$ cat config.mk
export PLATFORM = sky130hd
export DESIGN_NAME = uart_tx_feeder_flat
export DESIGN_NICKNAME = d
export VERILOG_FILES = /design/src/rtl/uart_pkg.sv /design/src/rtl/uart_tx_feeder_if.sv /design/src/rtl/uart_tx_feeder_sync_fifo.sv /design/src/rtl/uart_tx_feeder.sv /design/src/flat_wrapper.sv
export SDC_FILE = /design/constraint.sdc
export NUM_CORES = 1
export LEC_CHECK = 0
export ABC_AREA = 1
export BUFFER_PORTS_ARGS = -buffer_cell sky130_fd_sc_hd__buf_2
export CAP_MARGIN = 20
export CORE_ASPECT_RATIO = 0.9
export CORE_MARGIN = 5
export CORE_UTILIZATION = 61
export DETAILED_ROUTE_END_ITERATION = 7
export PLACE_DENSITY = 0.8
export SYNTH_ARGS = -nofsm -noshare
export SYNTH_HDL_FRONTEND = slang
export SYNTH_SLANG_ARGS = --single-unit
export TNS_END_PERCENT = 1
$ cat constraint.sdc
create_clock -name clk -period 2.17 [get_ports clk]
set_input_delay 0 -clock clk [delete_from_list [all_inputs] [get_ports clk]]
set_output_delay 0 -clock clk [all_outputs]
set_load 0.03 [all_outputs]
$ cat src/rtl/uart_pkg.sv
// Definitions shared by the UART transmitter and its upstream byte feeder.
package uart_pkg;

    localparam int UART_DATA_WIDTH = 8;
    localparam int UART_FIFO_DEPTH = 16;

    typedef enum logic [1:0] {
        ST_IDLE,
        ST_WAIT_BUSY,
        ST_WAIT_DONE,
        ST_GAP
    } feeder_state_t;

endpackage

$ cat src/rtl/uart_tx_feeder_if.sv
// Host write port and UART launch port of the feeder, bundled together.
interface uart_tx_feeder_if
    import uart_pkg::*;
#(
    parameter int DATA_WIDTH = UART_DATA_WIDTH
) ();

    logic                  wr_valid;
    logic [DATA_WIDTH-1:0] wr_data;
    logic                  wr_ready;
    logic                  enable;
    logic [DATA_WIDTH-1:0] i_data;
    logic                  o_busy;

    // master: host plus UART side; slave: the feeder itself
    modport master (output wr_valid, wr_data, o_busy, input wr_ready, enable, i_data);
    modport slave  (input wr_valid, wr_data, o_busy, output wr_ready, enable, i_data);

endinterface

$ cat src/rtl/uart_tx_feeder_sync_fifo.sv
// Synchronous FIFO with occupancy count; reset flushes it by clearing the pointers.
module sync_fifo #(
    parameter  int WIDTH = 8,
    parameter  int DEPTH = 16,
    localparam int AW    = $clog2(DEPTH),
    localparam int CW    = AW + 1
) (
    input  logic             clk,
    input  logic             reset,
    input  logic             push,
    input  logic [WIDTH-1:0] push_data,
    input  logic             pop,
    output logic [WIDTH-1:0] head,
    output logic [CW-1:0]    count,
    output logic             empty,
    output logic             full
);

    logic [WIDTH-1:0] mem [DEPTH];
    logic [AW-1:0]    wr_ptr;
    logic [AW-1:0]    rd_ptr;
    logic             push_ok;
    logic             pop_ok;

    assign empty   = (count == '0);
    assign full    = (count == CW'(DEPTH));
    assign push_ok = push && !full;
    assign pop_ok  = pop && !empty;
    assign head    = mem[rd_ptr];

    // NOTE: state registers use non-blocking assignments so every flop samples pre-edge values.
    always_ff @(posedge clk) begin
        if (reset) begin
            wr_ptr <= '0;
            rd_ptr <= '0;
            count  <= '0;
        end else begin
            if (push_ok) wr_ptr <= wr_ptr + AW'(1);
            if (pop_ok)  rd_ptr <= rd_ptr + AW'(1);
            case ({push_ok, pop_ok})
                2'b10:   count <= count + CW'(1);
                2'b01:   count <= count - CW'(1);
                default: count <= count;
            endcase
        end
    end

    // NOTE: storage has no reset; stale entries are unreachable once the pointers are cleared.
    always_ff @(posedge clk) begin
        if (push_ok) mem[wr_ptr] <= push_data;
    end

endmodule

$ cat src/rtl/uart_tx_feeder.sv
// Buffers host bytes and launches them one at a time into the UART transmitter.
module uart_tx_feeder
    import uart_pkg::*;
#(
    parameter  int INPUT_DATA_WIDTH = UART_DATA_WIDTH,
    parameter  int FIFO_DEPTH       = UART_FIFO_DEPTH,
    parameter  int GAP_CYCLES       = 0,
    parameter  int BUSY_TIMEOUT     = 255,
    localparam int CW               = $clog2(FIFO_DEPTH) + 1
) (
    input  logic                  clk,
    input  logic                  reset,
    uart_tx_feeder_if.slave       bus,
    output logic [CW-1:0]         fifo_count,
    output logic                  empty,
    output logic                  full,
    output logic                  tx_timeout,
    output logic [15:0]           frames_sent
);

    localparam int TW = $clog2(BUSY_TIMEOUT + 1);
    localparam int GW = (GAP_CYCLES > 1) ? $clog2(GAP_CYCLES) : 1;
    localparam logic [TW-1:0] TIMEOUT_LAST = TW'(BUSY_TIMEOUT - 1);
    localparam logic [GW-1:0] GAP_LOAD     = GW'(GAP_CYCLES - 1);
    localparam feeder_state_t AFTER_FRAME  = (GAP_CYCLES == 0) ? ST_IDLE : ST_GAP;

    feeder_state_t               state, state_next;
    logic [TW-1:0]               timer;
    logic [GW-1:0]               gap_cnt;
    logic                        enable_q;
    logic [INPUT_DATA_WIDTH-1:0] i_data_q;
    logic [INPUT_DATA_WIDTH-1:0] head;
    logic                        push;
    logic                        launch;
    logic                        timeout_hit;
    logic                        frame_done;

    assign bus.wr_ready = !full && !reset;
    assign bus.enable   = enable_q;
    assign bus.i_data   = i_data_q;
    assign push         = bus.wr_valid && bus.wr_ready;

    sync_fifo #(
        .WIDTH (INPUT_DATA_WIDTH),
        .DEPTH (FIFO_DEPTH)
    ) u_fifo (
        .clk       (clk),
        .reset     (reset),
        .push      (push),
        .push_data (bus.wr_data),
        .pop       (launch),
        .head      (head),
        .count     (fifo_count),
        .empty     (empty),
        .full      (full)
    );

    always_ff @(posedge clk) begin
        if (reset) state <= ST_IDLE;
        else       state <= state_next;
    end

    // NOTE: assigning a default before the case keeps combinational blocks latch-free.
    always_comb begin
        state_next = state;
        case (state)
            ST_IDLE:      if (!empty && !bus.o_busy) state_next = ST_WAIT_BUSY;
            ST_WAIT_BUSY: begin
                if (bus.o_busy)                 state_next = ST_WAIT_DONE;
                else if (timer == TIMEOUT_LAST) state_next = AFTER_FRAME;
            end
            ST_WAIT_DONE: if (!bus.o_busy)       state_next = AFTER_FRAME;
            ST_GAP:       if (gap_cnt == '0)     state_next = ST_IDLE;
            default:                             state_next = ST_IDLE;
        endcase
    end

    always_comb begin
        launch      = (state == ST_IDLE) && !empty && !bus.o_busy;
        timeout_hit = (state == ST_WAIT_BUSY) && !bus.o_busy && (timer == TIMEOUT_LAST);
        frame_done  = (state == ST_WAIT_DONE) && !bus.o_busy;
    end

    // i_data only moves on the launch edge, so it stays valid for the whole UART frame.
    always_ff @(posedge clk) begin
        if (reset) begin
            enable_q    <= 1'b0;
            i_data_q    <= '0;
            timer       <= '0;
            gap_cnt     <= '0;
            tx_timeout  <= 1'b0;
            frames_sent <= '0;
        end else begin
            enable_q <= launch;
            if (launch) begin
                i_data_q <= head;
                timer    <= '0;
            end else if (state == ST_WAIT_BUSY) begin
                timer <= timer + TW'(1);
            end
            if (timeout_hit) tx_timeout  <= 1'b1;
            if (frame_done)  frames_sent <= frames_sent + 16'd1;
            if (timeout_hit || frame_done) gap_cnt <= GAP_LOAD;
            else if (state == ST_GAP)      gap_cnt <= gap_cnt - GW'(1);
        end
    end

endmodule

$ cat src/flat_wrapper.sv
// flat-port wrapper written by rule: the top's interface ports become plain ports
module uart_tx_feeder_flat import uart_pkg::*;
#(
    parameter  int INPUT_DATA_WIDTH = UART_DATA_WIDTH,
    parameter  int FIFO_DEPTH       = UART_FIFO_DEPTH,
    parameter  int GAP_CYCLES       = 0,
    parameter  int BUSY_TIMEOUT     = 255,
    localparam int CW               = $clog2(FIFO_DEPTH) + 1
)
  (clk, reset, fifo_count, empty, full, tx_timeout, frames_sent, bus_wr_valid, bus_wr_data, bus_o_busy, bus_wr_ready, bus_enable, bus_i_data);
  uart_tx_feeder_if #(.DATA_WIDTH((8))) bus_i ();
  input  logic clk;
  input  logic reset;
  output logic [CW-1:0] fifo_count;
  output logic empty;
  output logic full;
  output logic tx_timeout;
  output logic [15:0] frames_sent;
  input wire logic [$bits(bus_i.wr_valid)-1:0] bus_wr_valid;
  input wire logic [$bits(bus_i.wr_data)-1:0] bus_wr_data;
  input wire logic [$bits(bus_i.o_busy)-1:0] bus_o_busy;
  output wire logic [$bits(bus_i.wr_ready)-1:0] bus_wr_ready;
  output wire logic [$bits(bus_i.enable)-1:0] bus_enable;
  output wire logic [$bits(bus_i.i_data)-1:0] bus_i_data;
  assign bus_i.wr_valid = bus_wr_valid;
  assign bus_i.wr_data = bus_wr_data;
  assign bus_i.o_busy = bus_o_busy;
  assign bus_wr_ready = bus_i.wr_ready;
  assign bus_enable = bus_i.enable;
  assign bus_i_data = bus_i.i_data;
  uart_tx_feeder #(.INPUT_DATA_WIDTH(INPUT_DATA_WIDTH), .FIFO_DEPTH(FIFO_DEPTH), .GAP_CYCLES(GAP_CYCLES), .BUSY_TIMEOUT(BUSY_TIMEOUT)) u_core (.clk(clk), .reset(reset), .bus(bus_i), .fifo_count(fifo_count), .empty(empty), .full(full), .tx_timeout(tx_timeout), .frames_sent(frames_sent));
endmodule
# ---- Word-level counts from Yosys, hierarchy flattened
# Memory sizes are Yosys's and may differ from the RTL's. A register that Yosys moved wholly into a read port is not among the register bits.
# Index checks and enable logic that the tools add are counted.
dict set report classes {
  eq_ne 11
  n_mux 11
  reduce_logical 21
  n_addsub 7
}
# cell count
set op_table {}
lappend op_table {{$add A16 B1 Y16 const B} 1}
lappend op_table {{$logic_and A1 B1 Y1} 10}
lappend op_table {{$mux W2} 5}
lappend op_table {{$pmux W5 S2} 1}
lappend op_table {{$add A4 B1 Y4 const B} 2}
lappend op_table {{$add A8 B1 Y8 const B} 1}
lappend op_table {{$eq A8 B8 Y1 const B} 1}
lappend op_table {{$pmux W2 S4} 1}
lappend op_table {{$eq A2 B2 Y1 const B} 3}
lappend op_table {{$add A5 B1 Y5 const B} 1}
lappend op_table {{$eq A5 B5 Y1 const B} 1}
lappend op_table {{$logic_not A5 Y1} 1}
lappend op_table {{$sub A5 B1 Y5 const B} 1}
lappend op_table {{$eq A2 B1 Y1 const B} 2}
lappend op_table {{$logic_not A1 Y1} 4}
lappend op_table {{$mux W1} 4}
lappend op_table {{$ne A2 B2 Y1 const B} 2}
lappend op_table {{$reduce_and A4 Y1} 1}
lappend op_table {{$reduce_bool A2 Y1} 2}
lappend op_table {{$ne A3 B2 Y1 const B} 1}
lappend op_table {{$logic_not A2 Y1} 1}
lappend op_table {{$ne A2 B1 Y1 const B} 1}
lappend op_table {{$reduce_or A2 Y1} 1}
lappend op_table {{$logic_or A1 B1 Y1} 1}
lappend op_table {{$sub A1 B1 Y1 const B} 1}
dict set report word_totals {
  mem_count 1
  out_inout_bits 34
  regBits 42
  elab_cells 60
  ram_bits 128
  input_bits 12
}
# memory depth word_bits rd rd_ports_with_merged_regs write_ports line_no
set memory_table {}
lappend memory_table {u_core.u_fifo.mem 16 8 1 1 1 uart_tx_feeder_sync_fifo.sv:19} ;# logic [WIDTH-1:0] mem [DEPTH];

# ---- Longest topological paths before layout
dict set report depth {
  ltp_word 7
  ltp_mapped 12
  mapped_depth_nobuf 12
}

# ---- Cells and area by module
# A second synthesis with hierarchy kept.
dict set report unflattened {
  hier_cells 725
  area_unflattened_um2 7871.3
}
# module area_per_inst_um2 seq_area_each_um2 instances cells_per_inst
set modules_own_cells {}
lappend modules_own_cells {sync_fifo 6127.1 4184.0 1 478}
lappend modules_own_cells {uart_tx_feeder 1744.2 740.7 1 247}

# ---- Least setup slack after synthesis
# Ideal clock, no wire load.
dict set report synth_timing {
  path_type {flip-flop to flip-flop}
  start {register u_core.u_fifo.count[0]}
  end {register u_core.u_fifo.count[3]}
  n_path_buf 0
  arrival_ps 2091
  slack_ps -36
  path_stages_with_launch 11
  period_less_slack_ps 2206
  required_ps 2055
  setup_time_ps 115
  path_cell_list {dfxtp_1 > inv_1 > nand4_1 > nand3_2 > ha_1 > ha_1 > a21oi_1 > nand2_1 > xor2_1 > o21ai_0 > inv_1}
}
dict set report synth_between {
  elab_chain_len 7
  word_cells_on_any_way 16
  classes_between {2 x add/sub; 3 x eq/ne; 1 x mux; 10 x reduce/logical}
}
# element line_no
set synth_lines {}
lappend synth_lines {{from (decl)} uart_tx_feeder_sync_fifo.sv:14} ;# output logic [CW-1:0] count,
lappend synth_lines {{from (signal assigned)} uart_tx_feeder_sync_fifo.sv:41} ;# 2'b10: count <= count + CW'(1);
lappend synth_lines {{from (signal assigned)} uart_tx_feeder_sync_fifo.sv:42} ;# 2'b01: count <= count - CW'(1);
lappend synth_lines {{from (signal assigned)} uart_tx_feeder_sync_fifo.sv:43} ;# default: count <= count;
lappend synth_lines {{$eq A5 B5 Y1 / $logic_not A5 Y1 (equally long branches)} {uart_tx_feeder_sync_fifo.sv:26, uart_tx_feeder_sync_fifo.sv:25}}
lappend synth_lines {{$logic_not A1 Y1, on equally long branches} -}
lappend synth_lines {{$logic_and A1 B1 Y1, on equally long branches} {uart_tx_feeder.sv:38, uart_tx_feeder.sv:79}}
lappend synth_lines {{$logic_and A1 B1 Y1, on equally long branches} {uart_tx_feeder.sv:41, uart_tx_feeder.sv:79}}
lappend synth_lines {{$logic_and A1 B1 Y1, on equally long branches} {uart_tx_feeder_sync_fifo.sv:27, uart_tx_feeder_sync_fifo.sv:28}}
lappend synth_lines {{$eq A2 B1 Y1 / $eq A2 B2 Y1 (equally long branches)} uart_tx_feeder_sync_fifo.sv:40} ;# case ({push_ok, pop_ok})
lappend synth_lines {{$pmux W5 S2 / $reduce_bool A2 Y1 (equally long branches)} -}
# Parallel ways exist; a longest one is shown, timed or not.
# A chain may end at the register's enable or synchronous reset.

# ---- Worst setup path in the final report
dict set report layout_timing {
  start {register u_core.u_fifo.count[3]}
  end {register u_core.u_fifo.count[3]}
}
dict set report layout_between {
  elab_chain_len 7
  word_cells_on_any_way 16
  classes_between {2 x add/sub; 3 x eq/ne; 1 x mux; 10 x reduce/logical}
}
# element line_no
set layout_lines {}
lappend layout_lines {{$logic_not A5 Y1 *} uart_tx_feeder_sync_fifo.sv:25} ;# assign empty = (count == '0);
lappend layout_lines {{$logic_not A1 Y1 *} {uart_tx_feeder_sync_fifo.sv:28, uart_tx_feeder.sv:79}}
lappend layout_lines {{$logic_and A1 B1 Y1 (2 in series)} uart_tx_feeder.sv:79} ;# launch = (state == ST_IDLE) && !empty && !bus.o_busy;
lappend layout_lines {{$logic_and A1 B1 Y1 *} uart_tx_feeder_sync_fifo.sv:28} ;# assign pop_ok = pop && !empty;
lappend layout_lines {{net u_core.u_fifo.pop_ok} uart_tx_feeder_sync_fifo.sv:23} ;# logic pop_ok;
lappend layout_lines {{$eq A2 B1 Y1 / $eq A2 B2 Y1 (equally long branches)} uart_tx_feeder_sync_fifo.sv:40}
lappend layout_lines {{$pmux W5 S2 / $reduce_bool A2 Y1 (equally long branches)} -}
# Mark *: on every way through the listed nets, which the timed path passes. The rest lies on a longest branch.

==> flow_summary.yaml <==
finish:
  fin_nets: 972
  syn2layout_area_growth_pct: 14.6
  layout_common_cells: "nand2_1 (259), inv_1 (145), edfxtp_1 (128)"
  final_layout_size_suffix_gt1_share_pct: 12.8
  final_util_pct: 71.9
  final_common_cell: "nand2_1"
  antennaDiodeCount: 0
place:
  gp_congestion: 0.853
  io_buffers: 45
  post-place-ws_ps: 135
  hpwl_um: 10800
logic_synthesis:
  seq_area_frac_synth_pct: 60.4
  yosys_register_bits: 178
  syn_area_per_cell_um2: 9.19
  mappedNetlistArea_um2: 8020
  syn-num-nets: 898
  synth_edf_count: 128
  ys_warn_count: 0
  syn_inst: 873
  yosys_most_used_dff: "edfxtp_1"
  ys_types: 32
  synthArstFlopShare_pct: 0
run_status:
  status: "finished clean"
routing:
  vias: 5844
  drtPass1Iterations: 8
  antenna_left: 0
  drcViolationCount: 0
  wl_um: 17000
  drt_iter0_drc: 637
  avgRoutedWirePerCell_um: 15.1
  via_per_inst: 5.20
pwr:
  pwr_density_cell_nw_per_um2: 1030
  leakage_nw: 4.04
  peakVddDrop_mv: 0.683
setup_path:
  critPathMaxFanout: 5
  crit_arrival_ps: 2300
  crit_path_end_kind: "flop"
  path_class: "reg2reg"
  crit_required_ps: 2500
  worst_setup_path_start_kind: "flop"
die:
  rows: 39
  die_w_um: 131
  die-area_um2: 15500
  pin_count: 46
  die_y_um: 119
  initial_core_util_pct: 62.7
  core_area_um2: 12800
clock_tree:
  numCtsBuffers: 17
  root_buffer: "clkbuf_16"
  path_clk_slew_ps: 60
  h-tree-depth: 4
  clock_latency_ps: 440
  clock_sinks: 178
  cts_tree: "done"
  clk_path_buf_depth: 2
sta:
  period_needed_ps: 1960
  hold_viol: 0
  post-route-period-util_pct: 90.4
  slew_headroom_pct: 51.9
  drv_slew: 0
  fmax_ghz: 0.510
  final.setup.tns_ps: 0
  finalSetupViolations: 0
  rsz0062_at_grt: "no"
  skew_ps: 9.00
  setup_slack_ps: 207
  worstMarginPinSlew_ps: 719
flow_run:
  maxCapViolations: 0
global_route:
  antenna_found_initial: 0
  grt_max_degree: 49
  grt.overflow.total: 0
  track_usage_pct: 23.0
  grt_pass1_vias: 5410
  grt_pass1_wl_um: 27200
hold_path:
  hold_path_class: "in2reg"
## critical path, stage by stage, from the launching register on
cell	delay [ps]
dfxtp_1	330
nor2_1	160
nand4_1	130
nand3_2	90
inv_1	70
ha_4	180
ha_1	340
a21oi_1	160
nand2_1	70
xor2_1	130
o21ai_0	140
inv_1	50
## sequential cells by signal (all words and copies together), names as in the netlist
register              flops
u_core.u_fifo.rd_ptr      4
u_core.u_fifo.wr_ptr      4
u_core.frames_sent       16
u_core.tx_timeout         1
u_core.gap_cnt            1
u_core.bus.i_data         8
u_core.timer              8
u_core.bus.enable         1
u_core.state              2
u_core.u_fifo.count       5
u_core.u_fifo.mem       128
## synthesized netlist by cell type, types with 3 or more instances
master,number,area (µm²)
nor2_1,47,176
clkinv_1,3,11.3
o21ai_0,16,80.1
xnor2_1,3,26.3
edfxtp_1,128,3840
buf_6,4,45.0
nand4_1,7,43.8
buf_4,11,82.6
ha_1,12,150
a31oi_1,3,18.8
xor2_1,7,61.3
dfxtp_1,50,1000
nor3_1,6,30.0
nand3_1,113,566
nand2_1,259,972
inv_1,145,544
a21oi_1,25,125
nor2_4,3,33.8
buf_2,11,55.1
## report_power, final
part	switching [W]	leakage (nW)	internal (W)
clock	0.00130	0.273	0.00171
sequential	0.000101	1.56	0.00381
combinational	0.00174	2.21	0.000802
total	0.00314	4.04	0.00632
## area by class of cell
type	count	area, µm²
clock buffers	18	429
clock inverters	14	154
fillers	928	3590
inverters	150	563
multi-input cells	515	2430
flip-flops and latches	178	4850
well taps	164	205
repair buffers	85	566
## cell families after synthesis
| kind of cell | after synthesis | synth area share (%) |
|---|---|---|
| AND/OR/NAND/NOR | 444 | 23.8 |
| buffers and inverters | 180 | 9.48 |
| flip-flops | 178 | 60.4 |
| AO/OA/AOI/OAI | 48 | 3.10 |
| adder cells (fa/ha/maj) | 13 | 2.12 |
| XOR/XNOR | 10 | 1.09 |
## routing by layer
metal	GRT usage, %	routed length [µm]
met5	0	0
met4	6.56	218
met3	6.54	1410
met2	34.1	7890
met1	33.5	7450
## through the flow
step / area (µm²) / power [W] / std cells / hold WS (ps)
floorplan: 8020 / 0.00590 / 873 / 98.9
global placement: 8480 / 0.00640 / 1080 / 351
detailed placement: 8480 / 0.00645 / 1080 / 359
CTS: 9160 / 0.00946 / 1122 / 3.02
global route: 9200 / 0.00999 / 1124 / 25.1
finish: 9200 / 0.00946 / 1124 / 24.9
## timing repair
item,in CTS,in global routing
setup endpoints to repair,0,2
buffers inserted,0,1
hold buffers,10,1
gates resized for setup,0,4
hold endpoints to repair,98,7
## path summary, 6_finish.rpt
| check | cells past startpoint | start | slack [ps] | endpoint |
|---|---|---|---|---|
| worst max-delay path | 11 | u_core.u_fifo.count[3]$_SDFFE_PP0P_ | 210 | u_core.u_fifo.count[3]$_SDFFE_PP0P_ |
| worst min-delay path | 1 | bus_wr_data[5] | 20 | u_core.u_fifo.mem[4][5]$_DFFE_PP_ |
| worst max register to register | 11 | u_core.u_fifo.count[3]$_SDFFE_PP0P_ | 210 | u_core.u_fifo.count[3]$_SDFFE_PP0P_ |
| worst min register to register | 2 | u_core.bus.i_data[5]$_SDFFE_PP0P_ | 450 | u_core.bus.i_data[5]$_SDFFE_PP0P_ |
No activity file was read; power rests on OpenSTA's default activity.
